**src/rtl/instruction_fetch.sv**
```systemverilog
// Single-issue instruction fetch stage: PC register, one-entry output buffer, redirect/flush.
// Define FETCH_BOUND_CHECK_EN to trap fetches beyond IMEM_WORDS into a sticky FAULT state.
module instruction_fetch #(
  parameter logic [31:0] RESET_PC   = 32'h0000_0000,
  parameter int unsigned IMEM_WORDS = 1501
) (
  input  logic        clk,
  input  logic        rst_n,
  output logic [31:0] imem_addr,
  input  logic [31:0] imem_rd,
  input  logic        redirect_valid,
  input  logic [31:0] redirect_pc,
  output logic        out_valid,
  input  logic        out_ready,
  output logic [31:0] out_instr,
  output logic [31:0] out_pc,
  output logic [31:0] out_pc_plus4,
  output logic        fault
);

`ifdef FETCH_BOUND_CHECK_EN
  typedef enum logic [0:0] {ST_RUN = 1'b0, ST_FAULT = 1'b1} state_t;
`else
  typedef enum logic [0:0] {ST_RUN = 1'b0} state_t;
`endif

  state_t      state_q, state_d;
  logic [31:0] pc_q, pc_d;
  logic [31:0] pc_plus4;
  logic        valid_d;
  logic [31:0] instr_d, opc_d, op4_d;
  logic        can_issue;
  logic        issue;

  assign imem_addr = pc_q;
  assign pc_plus4  = pc_q + 32'd4;

  assign can_issue = (state_q == ST_RUN) && !redirect_valid && (!out_valid || out_ready);

`ifdef FETCH_BOUND_CHECK_EN
  logic out_of_range;
  logic fault_q, fault_d;

  assign out_of_range = ({2'b00, pc_q[31:2]} >= IMEM_WORDS);
  assign issue        = can_issue && !out_of_range;
  assign fault        = fault_q;
`else
  assign issue = can_issue;
  assign fault = 1'b0;
`endif

  // NOTE: every signal written here gets a default first, so no path leaves one unassigned (no latches).
  always_comb begin
    state_d = state_q;
    pc_d    = pc_q;
    valid_d = out_valid && !out_ready;
    instr_d = out_instr;
    opc_d   = out_pc;
    op4_d   = out_pc_plus4;
`ifdef FETCH_BOUND_CHECK_EN
    fault_d = fault_q;
`endif
    case (state_q)
      ST_RUN: begin
        if (redirect_valid) begin
          pc_d    = {redirect_pc[31:2], 2'b00};
          valid_d = 1'b0;
        end else if (issue) begin
          instr_d = imem_rd;
          opc_d   = pc_q;
          op4_d   = pc_plus4;
          valid_d = 1'b1;
          pc_d    = pc_plus4;
        end
`ifdef FETCH_BOUND_CHECK_EN
        else if (can_issue) begin
          // Out-of-range fetch: nothing captured, PC frozen until reset.
          state_d = ST_FAULT;
          fault_d = 1'b1;
        end
`endif
      end
      default: ;
    endcase
  end

  // NOTE: sequential state uses non-blocking assignments so all registers update from pre-edge values.
  always_ff @(posedge clk) begin
    if (!rst_n) begin
      state_q      <= ST_RUN;
      pc_q         <= RESET_PC & ~32'h3;
      out_valid    <= 1'b0;
      out_instr    <= '0;
      out_pc       <= '0;
      out_pc_plus4 <= '0;
`ifdef FETCH_BOUND_CHECK_EN
      fault_q      <= 1'b0;
`endif
    end else begin
      state_q      <= state_d;
      pc_q         <= pc_d;
      out_valid    <= valid_d;
      out_instr    <= instr_d;
      out_pc       <= opc_d;
      out_pc_plus4 <= op4_d;
`ifdef FETCH_BOUND_CHECK_EN
      fault_q      <= fault_d;
`endif
    end
  end

endmodule

```
**config.mk**
```make
export PLATFORM = sky130hd
export DESIGN_NAME = instruction_fetch
export DESIGN_NICKNAME = d
export VERILOG_FILES = /design/src/rtl/instruction_fetch.sv
export SDC_FILE = /design/constraint.sdc
export NUM_CORES = 1
export LEC_CHECK = 0
export ABC_CLOCK_PERIOD_IN_PS = 5100
export CAP_MARGIN = 10
export CORE_MARGIN = 3
export CORE_UTILIZATION = 33
export CTS_CLUSTER_SIZE = 40
export DETAILED_ROUTE_END_ITERATION = 8
export SKIP_LAST_GASP = 1
export SYNTH_ARGS = -nofsm -noshare
export SYNTH_HDL_FRONTEND = slang
export SYNTH_SLANG_ARGS = --single-unit
```
**constraint.sdc**
```tcl
create_clock -name clk -period 5.1 [get_ports clk]
set_input_delay 1.275 -clock clk [delete_from_list [all_inputs] [get_ports clk]]
set_output_delay 1.275 -clock clk [all_outputs]
set_load 0.02 [all_outputs]
```
== Yosys cells after proc, flatten, opt, wreduce, memory -nomap -nowiden ==
Index checks and enable logic that the tools add are counted.
Cells by class
  divide/modulo/power cells: 0
  reductions and logical operators: 9
  multiply operators: 0
  bitwise operators: 2
  $add $sub $neg: 1
  multiplexer cells: 3
  shifts and indexed selects: 0
  equality and inequality tests: 0
  order comparisons: 0
Operators by type and width (count)
  two-way mux 32 bit: 2
  adder 32 x 3 -> 32 bit (second input constant): 1
  logical NOT 1 bit: 3
  logical AND 1 bit: 2
  NOT 1 bit: 2
  AND reduction 2 bit: 1
  nonzero test 2 bit: 1
  OR reduction 2 bit: 1
  logical OR 1 bit: 1
  two-way mux 1 bit: 1
Word-level totals
  logic and storage cells: 20
  bits of input ports: 68
  bits in latches: 0
  register bits: 129
  RAM bits: 0
  ROM bits: 0
  output and inout port bits: 130
  memories: 0

== Logic depth before layout (Yosys ltp) ==
Gate-level depths: netlist of run 1.
  depth in word-level cells: 5
  mapped depth: 8
  gate-level depth less buffers: 5

== Least setup slack after synthesis of run 1 ==
No wires, ideal clock.
  kind: input port to flip-flop
  start: in out_ready
  end: reg pc_q[17] (netlist: imem_addr[17])
  library setup time: 91 ps
  path buffers: 2
  data arrival time: 2619 ps
  slack: 2390 ps
  stages: 6
  required time: 5009 ps
  cell sequence: nor2b_1 clkbuf_1 or3_1 buf_1 or4_1 a311oi_1
Between the ends
  longest elaborated chain between the ends: 3
RTL lines
  start: declaration: RTL line 14  | input logic out_ready,
  logical OR 1 bit: RTL line 38  | assign can_issue = (state_q == ST_RUN) && !redirect_valid && (!out_valid || out_ready);
  logical AND 1 bit: RTL line 38
  nonzero test 2 bit (no source line)
  end signal: assignment: RTL line 91  | pc_q <= RESET_PC & ~32'h3;
  end signal: assignment: RTL line 101  | pc_q <= pc_d;
  end: declaration: RTL line 28  | logic [31:0] pc_q, pc_d;
No other way between the ends.
A chain may end at the register's enable or synchronous reset.

== Worst setup path after layout of run 1 ==
  start: in redirect_valid
  end: reg out_pc_plus4[29]
Between the ends
  longest elaborated chain between the ends: 3
  elaborated cells on any way between the ends: 4
  classes of those cells: 1 x bitwise; 3 x reduce/logical
RTL lines
  start: declaration: RTL line 11  | input logic redirect_valid,
  logical NOT 1 bit: RTL line 38
  logical AND 1 bit: RTL line 38
  AND reduction 2 bit (no source line) *
  end signal: assignment: RTL line 105  | out_pc_plus4 <= op4_d;
  end: declaration: RTL line 17  | output logic [31:0] out_pc_plus4,
Every way passes the cells marked *; elsewhere a longest branch is shown, timed or not.

==> flow_summary_export.csv, run 1 <==
group,metric,value,unit
worst_setup_path,endpoint_kind,"register",
synth,ys_seq_area_frac,0.446,
routing,wire_per_inst,17.1,um
clock_network,clock_tree.root_cell,"clkbuf_16",
global_routing,grt_max_degree,73,
worst_setup_path,start_kind,"input port",
routing,drt_iter0_markers,386,
die,io_pins,198,
synth,async_flop_share,0,
layout,regArea,2460,um2
clock_network,clk_pin_slew,0.05,ns
clock_network,cts.sinks,123,
power,powerDensity,329,nW/um2
routing,drt_wl_total,18.4,mm
sta,drv_slew,0,
sta,setup_viol,0,
die,chipWidth,135,um
synth,syn_inst,706,
synth,yosysWarnings,0,
synth,syn-cell-area,5520,um2
layout,areaGrowthSynthToFinish,44.8,%
clock_network,cts.path.max_buffers,2,
sta,rsz0062_at_grt,"false",
place,hpwl,12.5,mm
synth,synth_commonest_cells,"nand2_1, dfxtp_1, a21oi_1, clkbuf_1, o21ai_0",
synth,synth_seq_cells,123,
layout,multi_input_area,2740,um2
clock_network,cts_tree,"yes",
global_routing,antenna_found_initial,0,
place,gp_congestion,0.782,
sta,max-slew-margin-rel,0.437,
worst_setup_path,critPathRequiredTime,5.42,ns
layout,final_util,0.496,
synth,synth-edff-count,0,
global_routing,grt_pass1_wl,28.6,mm
worst_hold_path,hold_class,"reg2reg",
run,drv_cap,0,
synth,yosysMostFrequentCell,"nand2_1",
die,start_util,0.343,
worst_setup_path,worstPathArrival,3.32,ns
die,row_count,46,
routing,route.detailed.drc,0,
layout,fill_cells,1562,
clock_network,hold_buffers,0,
die,die-area,18300,um2
synth,syn_avg_cell_area,7.82,um2
worst_setup_path,path_class,"in2reg",
clock_network,insertion_delay,0.41,ns
synth,synth_area_leaders,"dfxtp_1, nand2_1, a21oi_1",
worst_setup_path,crit_fanout,72,
layout,drive_gt1_frac,0.0534,
clock_network,htreeDepth,4,
sta,fmax,333,MHz
clock_network,cts_resized,0,
die,core-area,16100,um2
sta,timing.final.crit_share,0.588,
synth,synth-main-ff-cell,"dfxtp_1",
sta,worst_clock_skew,0.00771,ns
sta,hold_viol_final,0,
routing,vias,5674,
synth,yosysTopAreaCell,"dfxtp_1",
synth,synth_cell_types,45,
sta,tns,0,ns
die,die_y,135,um
synth,synth_top_area_frac,0.446,
sta,period_minus_slack,3.00,ns
global_routing,grt-ovfl-total,0,
clock_network,cts_buffers,17,
sta,worstMarginPinSlew,0.841,ns
routing,drtPass1Iterations,5,
routing,drtAntennaViolNets,0,
layout,antenna-diode-count,0,
global_routing,grt_usage,0.196,
status,status,"finished, final reports clean",
global_routing,grt_pass1_vias,5358,
power,ir_drop,0.237,mV
routing,viasPerCell,5.27,
place,port_buffers,188,
layout,final_nets,918,
power,power.leakage,0.00266,uW
clock_network,post_cts_buffers,0,
-- layout make-up --
| type | count | share of cell area |
|---|---|---|
| tap | 216 | 0.0338 |
| multi-input combinational | 507 | 0.342 |
| sequential | 123 | 0.308 |
| timing repair buffer | 198 | 0.246 |
| inverter | 2 | 0.00110 |
| clock buffer | 25 | 0.0607 |
| clock inverter | 6 | 0.00798 |
-- final timing paths --
| check | startpoint | endpoint | slack (ns) | cells after the start |
|---|---|---|---|---|
| hold / removal | out_instr[25]$_SDFFE_PN0P_ | out_instr[25]$_SDFFE_PN0P_ | 0.45 | 2 |
| setup / recovery | redirect_valid | out_pc_plus4[29]$_SDFFE_PN0P_ | 2.10 | 6 |
| hold reg to reg | out_instr[25]$_SDFFE_PN0P_ | out_instr[25]$_SDFFE_PN0P_ | 0.45 | 2 |
| setup reg to reg | imem_addr[2]$_SDFFE_PN0N_ | imem_addr[18]$_SDFFE_PN0N_ | 2.15 | 5 |
-- metrics by stage --
stage	area, um2	worst slack (ns)	hold WS, ns	total power, uW	instances
5_1_grt	8000	1.93	0.472	2750	1077
4_1_cts	8000	2.08	0.454	2660	1077
3_5_place_dp	7450	1.65	0.447	1530	1046
6_report	8000	2.10	0.451	2630	1077
3_3_place_gp	7450	1.70	0.441	1520	1046
2_1_floorplan	5540	2.39	0.535	1310	712
-- registers in the layout (all words and copies together), names as in the netlist --
name and count:
imem_addr 30, out_instr 32, out_pc 30, out_pc_plus4 30, out_valid 1
-- kinds of logic (layout without fill, tap and decap cells) --
kind of cell	after synthesis	count (layout)	synth area share
compound gates	187	187	0.202
fa+ha+maj	1	1	0.00227
xor+xnor	20	20	0.0317
other cells	1	7	0.000679
flops	123	123	0.446
buf+inv	82	231	0.0648
simple gates	292	292	0.252
-- cell usage in the layout, fill, tap and decap left out, types with 11 or more instances in the layout --
master / count
a311oi_1: 12
or3_1: 11
a31oi_1: 19
clkbuf_16: 17
xnor2_1: 14
nand2_1: 150
nor2_1: 27
clkdlybuf4s50_1: 188
nor4_1: 17
o31ai_1: 19
a211oi_1: 11
o21ai_0: 41
nand3_1: 15
or4_1: 18
dfxtp_1: 123
nand4_1: 15
a21oi_1: 76
-- routing by layer --
layer / GRT usage / share of wire / vias to the layer above
met5: 0 / 0 / -
met4: 0.0722 / 0.023 / 0
met3: 0.0513 / 0.076 / 34
met2: 0.304 / 0.46 / 225
met1: 0.264 / 0.44 / 2627
li1: - / - / 2788
-- power by group --
| group | total (uW) | leakage, uW | switching, uW | internal, uW |
|---|---|---|---|---|
| combinational | 419 | 0.00139 | 221 | 198 |
| sequential | 1090 | 0.00101 | 65.6 | 1020 |
| clock | 1120 | 0.000263 | 420 | 705 |
| total | 2630 | 0.00266 | 707 | 1920 |
-- worst max-delay path, cell delays in order --
cell	delay, ns
clkdlybuf4s50_1	0.58
buf_4	0.28
nor2_4	0.45
buf_12	0.34
o21ai_0	0.13
a211oi_1	0.21
No activity file was read; power rests on OpenSTA's default activity.
==> run 2, diff against run 1 <==
--- a/config.mk
+++ b/config.mk
@@ -5,7 +5,7 @@
 export SDC_FILE = /design/constraint.sdc
 export NUM_CORES = 1
 export LEC_CHECK = 0
-export ABC_CLOCK_PERIOD_IN_PS = 5100
+export ABC_CLOCK_PERIOD_IN_PS = 2490
 export CAP_MARGIN = 10
 export CORE_MARGIN = 3
 export CORE_UTILIZATION = 33
==> constraint.sdc (replaced) <==
create_clock -name clk -period 2.49 [get_ports clk]
set_input_delay 0.6225 -clock clk [delete_from_list [all_inputs] [get_ports clk]]
set_output_delay 0.6225 -clock clk [all_outputs]
set_load 0.02 [all_outputs]
==> run 2 against run 1 <==
  * Cell count is 3.2% higher
  * Setup slack worse by 1.9 ns
  * Largest power group unchanged
  * Clock skew is 0.0014 ns lower
==> flow_summary_export.csv, run 2 (same netlist as run 1, synthesis figures left out) <==
group,metric,value,unit
sta,worst_clock_skew,0.00629,ns
clock_network,cts_buffers,17,
global_routing,grt_usage,0.209,
clock_network,cts.path.max_buffers,2,
worst_setup_path,slowest_delay,0.66,ns
status,status,"finished, final reports clean",
clock_network,cts_resized,0,
die,core-area,16100,um2
clock_network,hold_buffers,0,
worst_hold_path,hold_path_end,"out_pc[26]$_SDFFE_PN0P_",
sta,tns,0,ns
layout,layout_common_cells,"clkdlybuf4s50_1, nand2_1, dfxtp_1, a21oi_1, o21ai_0",
sta,fmax,436,MHz
clock_network,insertion_delay,0.42,ns
routing,vias,5858,
clock_network,post_cts_buffers,0,
sta,hold_viol_final,0,
worst_setup_path,critPathRequiredTime,2.83,ns
layout,layout_commonest_cell,"clkdlybuf4s50_1",
worst_hold_path,hold_path_depth,2,
worst_setup_path,cp_cell_sequence,"nand4_1 -> or3_1 -> or4_1 -> a31oi_1",
die,die-area,18300,um2
place,gp_congestion,0.820,
worst_hold_path,hold_class,"reg2reg",
sta,drv_slew,0,
routing,route.detailed.drc,0,
layout,areaGrowthSynthToFinish,51.2,%
routing,wire_per_inst,17.2,um
routing,drtAntennaViolNets,0,
layout,final_nets,952,
sta,fin_ws,0.198,ns
routing,drt_wl_total,19.1,mm
clock_network,cts.sinks,123,
routing,drtPass1Iterations,5,
power,power.leakage,0.00288,uW
clock_network,clk_pin_slew,0.05,ns
routing,viasPerCell,5.27,
worst_setup_path,path_class,"reg2reg",
place,dp.cells,1080,
power,powerDensity,682,nW/um2
sta,max-slew-margin-rel,0.583,
clock_network,cts_tree,"yes",
sta,setup_viol,0,
global_routing,grt_max_degree,65,
clock_network,clock_tree.root_cell,"clkbuf_16",
place,port_buffers,188,
worst_setup_path,worstPathArrival,2.63,ns
place,place_ws,0.103,ns
worst_hold_path,hold_start,"out_pc[26]$_SDFFE_PN0P_",
layout,fill_cells,1531,
worst_setup_path,endpoint_kind,"register",
run,drv_cap,0,
layout,final_cell_count_no_fill,1112,
sta,timing.final.crit_share,0.920,
worst_setup_path,start_kind,"register",
die,die_y,135,um
global_routing,grt-ovfl-total,0,
sta,period_minus_slack,2.29,ns
layout,drive_gt1_frac,0.0916,
worst_setup_path,r2r_cells,4,
power,ir_drop,0.444,mV
global_routing,antenna_found_initial,1,
global_routing,grt_pass1_wl,30.5,mm
worst_setup_path,crit_fanout,20,
die,io_pins,198,
sta,rsz0062_at_grt,"false",
clock_network,htreeDepth,4,
layout,regMostFlops,"out_instr",
layout,largest_register_ffs,32,
worst_setup_path,r2r-end,"imem_addr[25]$_SDFFE_PN0N_",
routing,drt_iter0_markers,428,
place,hpwl,13.3,mm
die,start_util,0.343,
die,chipWidth,135,um
worst_setup_path,rr_startpoint,"imem_addr[16]$_SDFFE_PN0N_",
worst_setup_path,critPathSlowestCell,"or3_1",
global_routing,grt_pass1_vias,5771,
sta,worstMarginPinSlew,0.626,ns
worst_setup_path,regToRegSetupSlack,0.20,ns
die,row_count,46,
-- run 2: worst max-delay path: cells and delay by family (launching register included) --
kind / cells / cell delay, ns
AND/OR/NAND/NOR: 3 / 1.50
flip-flops: 1 / 0.54
AO/OA/AOI/OAI: 1 / 0.17
-- run 2: worst max path at each step --
stage                                                to                       start  slack, ns
after floorplan           out_pc_plus4[18]$_SDFFE_PN0P_   imem_addr[2]$_SDFFE_PN0N_       0.09
after global placement       imem_addr[19]$_SDFFE_PN0N_                   out_ready       0.11
after detailed placement     imem_addr[19]$_SDFFE_PN0N_                   out_ready       0.10
after CTS                 out_pc_plus4[18]$_SDFFE_PN0P_   imem_addr[2]$_SDFFE_PN0N_       0.19
after global routing         imem_addr[25]$_SDFFE_PN0N_  imem_addr[16]$_SDFFE_PN0N_       0.07
final                        imem_addr[25]$_SDFFE_PN0N_  imem_addr[16]$_SDFFE_PN0N_       0.20
-- run 2: power breakdown --
group	internal [uW]	total (uW)	switching, uW
combinational	448	961	513
sequential	2090	2180	89.7
clock	1670	2550	876
total	4210	5690	1480
-- run 2: area by class of cell --
class / instances / area [um2] / area share
antenna: 1 / 2.50 / 0.000300
sequential: 123 / 2460 / 0.295
inverter: 2 / 8.76 / 0.00105
timing repair buffer: 232 / 2260 / 0.271
clock inverter: 7 / 113 / 0.0135
tap: 216 / 270 / 0.0324
clock buffer: 24 / 492 / 0.0589
multi-input combinational: 507 / 2740 / 0.328
-- run 2: through the flow --
| stage | instance area (um2) | hold slack (ns) | utilization | total power (uW) |
|---|---|---|---|---|
| CTS | 8340 | 0.455 | 0.518 | 5750 |
| floorplan | 5540 | 0.535 | - | 2680 |
| global route | 8350 | 0.465 | 0.518 | 5940 |
| finish | 8350 | 0.453 | 0.518 | 5690 |
| detailed placement | 7740 | 0.446 | 0.480 | 3190 |
| global placement | 7740 | 0.440 | 0.480 | 3170 |
-- run 2: metal layers --
layer | track usage | wire (um)
met1 | 0.273 | 8350
met2 | 0.330 | 8960
met3 | 0.0620 | 1340
met4 | 0.0739 | 426
met5 | 0 | 0
==> run 3, diff against run 2 <==
--- a/config.mk
+++ b/config.mk
@@ -5,9 +5,8 @@
 export SDC_FILE = /design/constraint.sdc
 export NUM_CORES = 1
 export LEC_CHECK = 0
-export ABC_CLOCK_PERIOD_IN_PS = 2490
+export ABC_CLOCK_PERIOD_IN_PS = 2580
 export CAP_MARGIN = 10
-export CORE_MARGIN = 3
 export CORE_UTILIZATION = 33
 export CTS_CLUSTER_SIZE = 40
 export DETAILED_ROUTE_END_ITERATION = 8
==> constraint.sdc (replaced) <==
create_clock -name clk -period 2.58 [get_ports clk]
set_input_delay 0.645 -clock clk [delete_from_list [all_inputs] [get_ports clk]]
set_output_delay 0.645 -clock clk [all_outputs]
set_load 0.02 [all_outputs]
==> run 3 against run 2 <==
  * Sequential power is 3% lower
  * Sequential share of layout area is 0.062 points lower
  * Clock power is 7% lower
  * Sequential cell count stayed put
  * Global-route usage is 0.85 points higher
  * Cell count is 0.27% higher
  * Count of clock-buffer cells in the layout is 3 lower
  * Die area is 5.8% lower
  * Critical path depth is 3 lower
  * Clock skew is 0.0031 ns higher
==> flow_summary_export.csv, run 3 (same netlist as run 1, synthesis figures left out) <==
group,metric,value,unit
die,start_util,0.343,
worst_setup_path,cp_cell_sequence,"clkdlybuf4s50_1",
power,seq_power_share,0.389,
routing,wire_per_inst,16.8,um
routing,drtAntennaViolNets,0,
die,die_y,131,um
clock_network,insertion_delay,0.42,ns
sta,timing.final.crit_share,0.897,
power,p_comb_frac,0.173,
clock_network,cts.sinks,123,
clock_network,htreeDepth,4,
routing,vias,5852,
worst_setup_path,rr_startpoint,"imem_addr[2]$_SDFFE_PN0N_",
worst_setup_path,worstPathArrival,1.67,ns
power,p_switching,1460,uW
die,row_count,46,
routing,drt_wl_total,18.7,mm
worst_setup_path,crit_fanout,10,
sta,hold_viol_final,0,
clock_network,post_cts_buffers,0,
layout,regArea,2460,um2
global_routing,grt_pass1_wl,30.1,mm
global_routing,grt_usage,0.218,
worst_setup_path,crit_path_end,"imem_addr[26]",
layout,layout_common_cells,"clkdlybuf4s50_1, nand2_1, dfxtp_1, a21oi_1, buf_4",
worst_setup_path,r2r_cells,5,
run,drv_cap,0,
layout,final_nets,955,
worst_setup_path,slowest_delay,0.68,ns
sta,fmax,432,MHz
power,p_int,3950,uW
layout,fill_cells,1505,
routing,viasPerCell,5.25,
global_routing,grt_pass1_vias,5714,
sta,rsz0062_at_grt,"false",
routing,drtPass1Iterations,5,
layout,drive_gt1_frac,0.0979,
worst_setup_path,critPathRequiredTime,1.93,ns
power,powerDensity,647,nW/um2
clock_network,clock_tree.root_cell,"clkbuf_16",
worst_setup_path,critPathSlowestCell,"clkdlybuf4s50_1",
worst_setup_path,crit_family,"buffers and inverters",
sta,worstMarginPinSlew,0.613,ns
worst_setup_path,regToRegSetupSlack,0.29,ns
worst_hold_path,hold_path_depth,2,
die,die-area,17200,um2
place,port_buffers,188,
global_routing,top_usage_layer,"met2",
clock_network,clk_pin_slew,0.06,ns
global_routing,grt-ovfl-total,0,
place,gp_congestion,0.839,
worst_setup_path,path_buf_inv,1,
die,chipWidth,131,um
clock_network,cts_resized,0,
worst_setup_path,endpoint_kind,"output port",
layout,regMostFlops,"out_instr",
sta,setup_viol,0,
global_routing,grt_max_degree,63,
layout,multi_input_area,2740,um2
worst_setup_path,start_kind,"register",
clock_network,cts.path.max_buffers,2,
routing,drt_iter0_markers,385,
layout,final_util,0.519,
worst_setup_path,crit_cells,1,
power,power.leakage,0.00288,uW
worst_hold_path,hold_class,"reg2reg",
power,switching_share,0.270,
sta,period_minus_slack,2.31,ns
worst_setup_path,setup.worst_path.start,"imem_addr[26]$_SDFFE_PN0N_",
sta,worst_clock_skew,0.00934,ns
global_routing,use_met1,0.281,
global_routing,antenna_found_initial,0,
power,clock_power_share,0.438,
die,io_pins,198,
layout,antenna-diode-count,0,
clock_network,hold_buffers,0,
power,ir_drop,0.490,mV
worst_setup_path,path_class,"reg2out",
sta,tns,0,ns
place,place_ws,0.0802,ns
sta,drv_slew,0,
layout,layout_commonest_cell,"clkdlybuf4s50_1",
global_routing,use_met3,0.0536,
die,core-area,16100,um2
worst_setup_path,r2r-end,"imem_addr[18]$_SDFFE_PN0N_",
layout,largest_register_ffs,32,
clock_network,cts_buffers,17,
layout,areaGrowthSynthToFinish,51.5,%
global_routing,grt_use_met2,0.349,
place,hpwl,13.1,mm
clock_network,cts_tree,"yes",
sta,max-slew-margin-rel,0.591,
sta,fin_ws,0.266,ns
status,status,"finished, final reports clean",
routing,route.detailed.drc,0,
==> run 3: changes by cell type in the layout (fill, tap and decap cells not counted) <==
cell / delta
clkinv_4: +1
clkbuf_1: -2
clkinvlp_4: +3
diode_2: -1
clkinv_2: +1
buf_12: +1
bufinv_16: -1
clkbuf_8: -1
buf_4: +2
==> run 3: tightest hold or removal path: cells and delay by family (launching register included) <==
family / cells / cell delay (ns)
AOI/OAI and AO/OA: 1 / 0.05
and+or+nand+nor: 1 / 0.05
DFF: 1 / 0.31
==> run 3: final cells by class <==
class                           count  area share
Tap cell                          216      0.0323
Multi-Input combinational cell    507       0.327
Inverter                            2     0.00105
Clock buffer                       21      0.0563
Clock inverter                     11      0.0142
Timing Repair Buffer              235       0.275
Sequential cell                   123       0.294
==> run 3: worst min path at each step <==
stage                     slack, ns                    endpoint                  startpoint
final                          0.45     out_pc[23]$_SDFFE_PN0P_     out_pc[23]$_SDFFE_PN0P_
after global routing           0.47      out_pc[2]$_SDFFE_PN0P_      out_pc[2]$_SDFFE_PN0P_
after CTS                      0.45  out_instr[28]$_SDFFE_PN0P_  out_instr[28]$_SDFFE_PN0P_
after detailed placement       0.45  out_instr[28]$_SDFFE_PN0P_  out_instr[28]$_SDFFE_PN0P_
after global placement         0.44   out_instr[3]$_SDFFE_PN0P_   out_instr[3]$_SDFFE_PN0P_
after floorplan                0.53   out_instr[0]$_SDFFE_PN0P_   out_instr[0]$_SDFFE_PN0P_
==> run 3: layer usage <==
metal | routed length, um | part of all wire | up-vias
met5 | 0 | 0 | -
met4 | 377 | 0.020 | 0
met3 | 1260 | 0.067 | 25
met2 | 8720 | 0.47 | 225
met1 | 8330 | 0.45 | 2735
li1 | - | - | 2867
==> run 3: metrics by stage <==
step / std cells / instance area [um2] / hold slack [ns] / power [uW]
floorplan: 712 / 5540 / 0.535 / 2590
detailed placement: 1083 / 7770 / 0.447 / 3080
global route: 1115 / 8360 / 0.471 / 5620
CTS: 1115 / 8360 / 0.454 / 5460
finish: 1115 / 8360 / 0.453 / 5410
global placement: 1083 / 7770 / 0.441 / 3060
==> run 3: power groups by stage <==
stage                     sequential (uW)  clock [uW]  combinational, uW
final                                2110        2370                934
after CTS                            2110        2420                938
after floorplan                      2280           0                314
after global placement               2140           0                922
after global routing                 2120        2500               1000
after detailed placement             2150           0                934
==> variant: new RTL, settings of run 2 <==
Make the reset (`rst_n`) asynchronous in one clocked block.
--- a/src/rtl/instruction_fetch.sv
+++ b/src/rtl/instruction_fetch.sv
@@ -87,3 +87,3 @@
   // NOTE: sequential state uses non-blocking assignments so all registers update from pre-edge values.
-  always_ff @(posedge clk) begin
+  always_ff @(posedge clk or negedge rst_n) begin
     if (!rst_n) begin
Check against the original RTL: differs if rst_n is asserted again (counterexample within 4 cycles, from zero or initial values and one cycle with rst_n low); with rst_n held inactive, the same outputs for 4 cycles.
==> variant against run 2 <==
- final area up 2.7%
- clock power is 5% higher
- synthesized cell count shrank 7.2%
- setup slack worse by 0.039 ns
- cell count is 3.7% lower
- maximum frequency decreased by 1.7%
- sequential cell count did not move
- synthesized area is 4.0% higher
- non-clock buffer count fell by 14
- register-to-register slack gained 0.09 ns
- clock skew rose by 0.0014 ns
- wire length shrank 9.4%
- power up 18%
- largest cell class is now flip-flops and latches
==> variant: results <==
[grt]
grt_max_degree = 62
gr-usage-met1_pct = 23.8
grt.total_usage_pct = 18.2

[power]
power.switching_mw = 1.92
powerComb_mw = 1.55
vdd_ir_drop_max_mv = 0.515

[yosys]
synth-main-ff-cell = "dfrtp_1"
synth_cells = 655
synthArstFlopShare_pct = 100
ys_top_cells_by_count = "229 x nand2_1, 123 x dfrtp_1, 42 x clkbuf_1, 39 x o21ai_0, 35 x nor2_1"
synth_compound_area_share_pct = 9.69
synth.mux.area_fraction_pct = 0.174
synthAdderAreaFrac_pct = 0.218
synthTopCellsByArea = "dfrtp_1 54%, nand2_1 15%, o21ai_0 3.4%, a31oi_1 3.4%, clkbuf_1 2.7%"
synthXorXnorAreaFrac_pct = 3.66

[route]
met2_length_mm = 7.71
wl_per_cell_um = 16.1
dr.pass1.iters = 7
wl_met3_mm = 1.55
dr.first_iter.drc_count = 274

[critical_path]
critical-path-top-delay-family = "buffers and inverters"
cpPeakStageDelay_ns = 0.71
r2r_end = "imem_addr[31]"
r2r_start = "imem_addr[5]"
worstPathArrival_ns = 1.71
worstPathMaxFanout = 10
slowest_stage = "clkdlybuf4s50_1"
critPathLaunch = "imem_addr[17]"

[placement]
place_area_um2 = 7930
place.gp.congestion = 0.766

[status]
outcome = "finished clean"

[timing]
fin_skew_ns = 0.00771
worst_pin_slew_ns = 0.512

[final_layout]
layout-drive-gt1-share_pct = 7.99
nets = 907

[min_path]
hold_path.class = "primary input to asynchronous set/reset pin"
[variant: cell types whose count changed in the layout (fill, tap and decap cells not counted), sizes merged, moves of 12 or more]
cell | before | now
dfrtp | 0 | 123
nand2 | 152 | 230
dfxtp | 123 | 0
a311oi | 12 | 0
a21oi | 76 | 0
a31oi | 19 | 31
buf | 44 | 31
[variant: final cells by class]
type / instances / share of cell area [%]
well taps: 220 / 3.21
repair buffers: 218 / 25.2
flip-flops and latches: 123 / 35.9
clock inverters: 11 / 2.25
inverters: 1 / 0.0438
multi-input cells: 477 / 28.2
clock buffers: 21 / 5.25
[variant: worst min path at each step]
stage,from,endpoint,slack (ns),cells after the start
after CTS,rst_n,out_pc_plus4[5],0.17,1
after floorplan,rst_n,imem_addr[10],0.33,0
after global placement,out_pc[17],out_pc[17],0.46,2
after detailed placement,out_pc[20],out_pc[20],0.46,2
final,rst_n,out_instr[17],0.16,1
after global routing,rst_n,out_pc_plus4[5],0.19,1
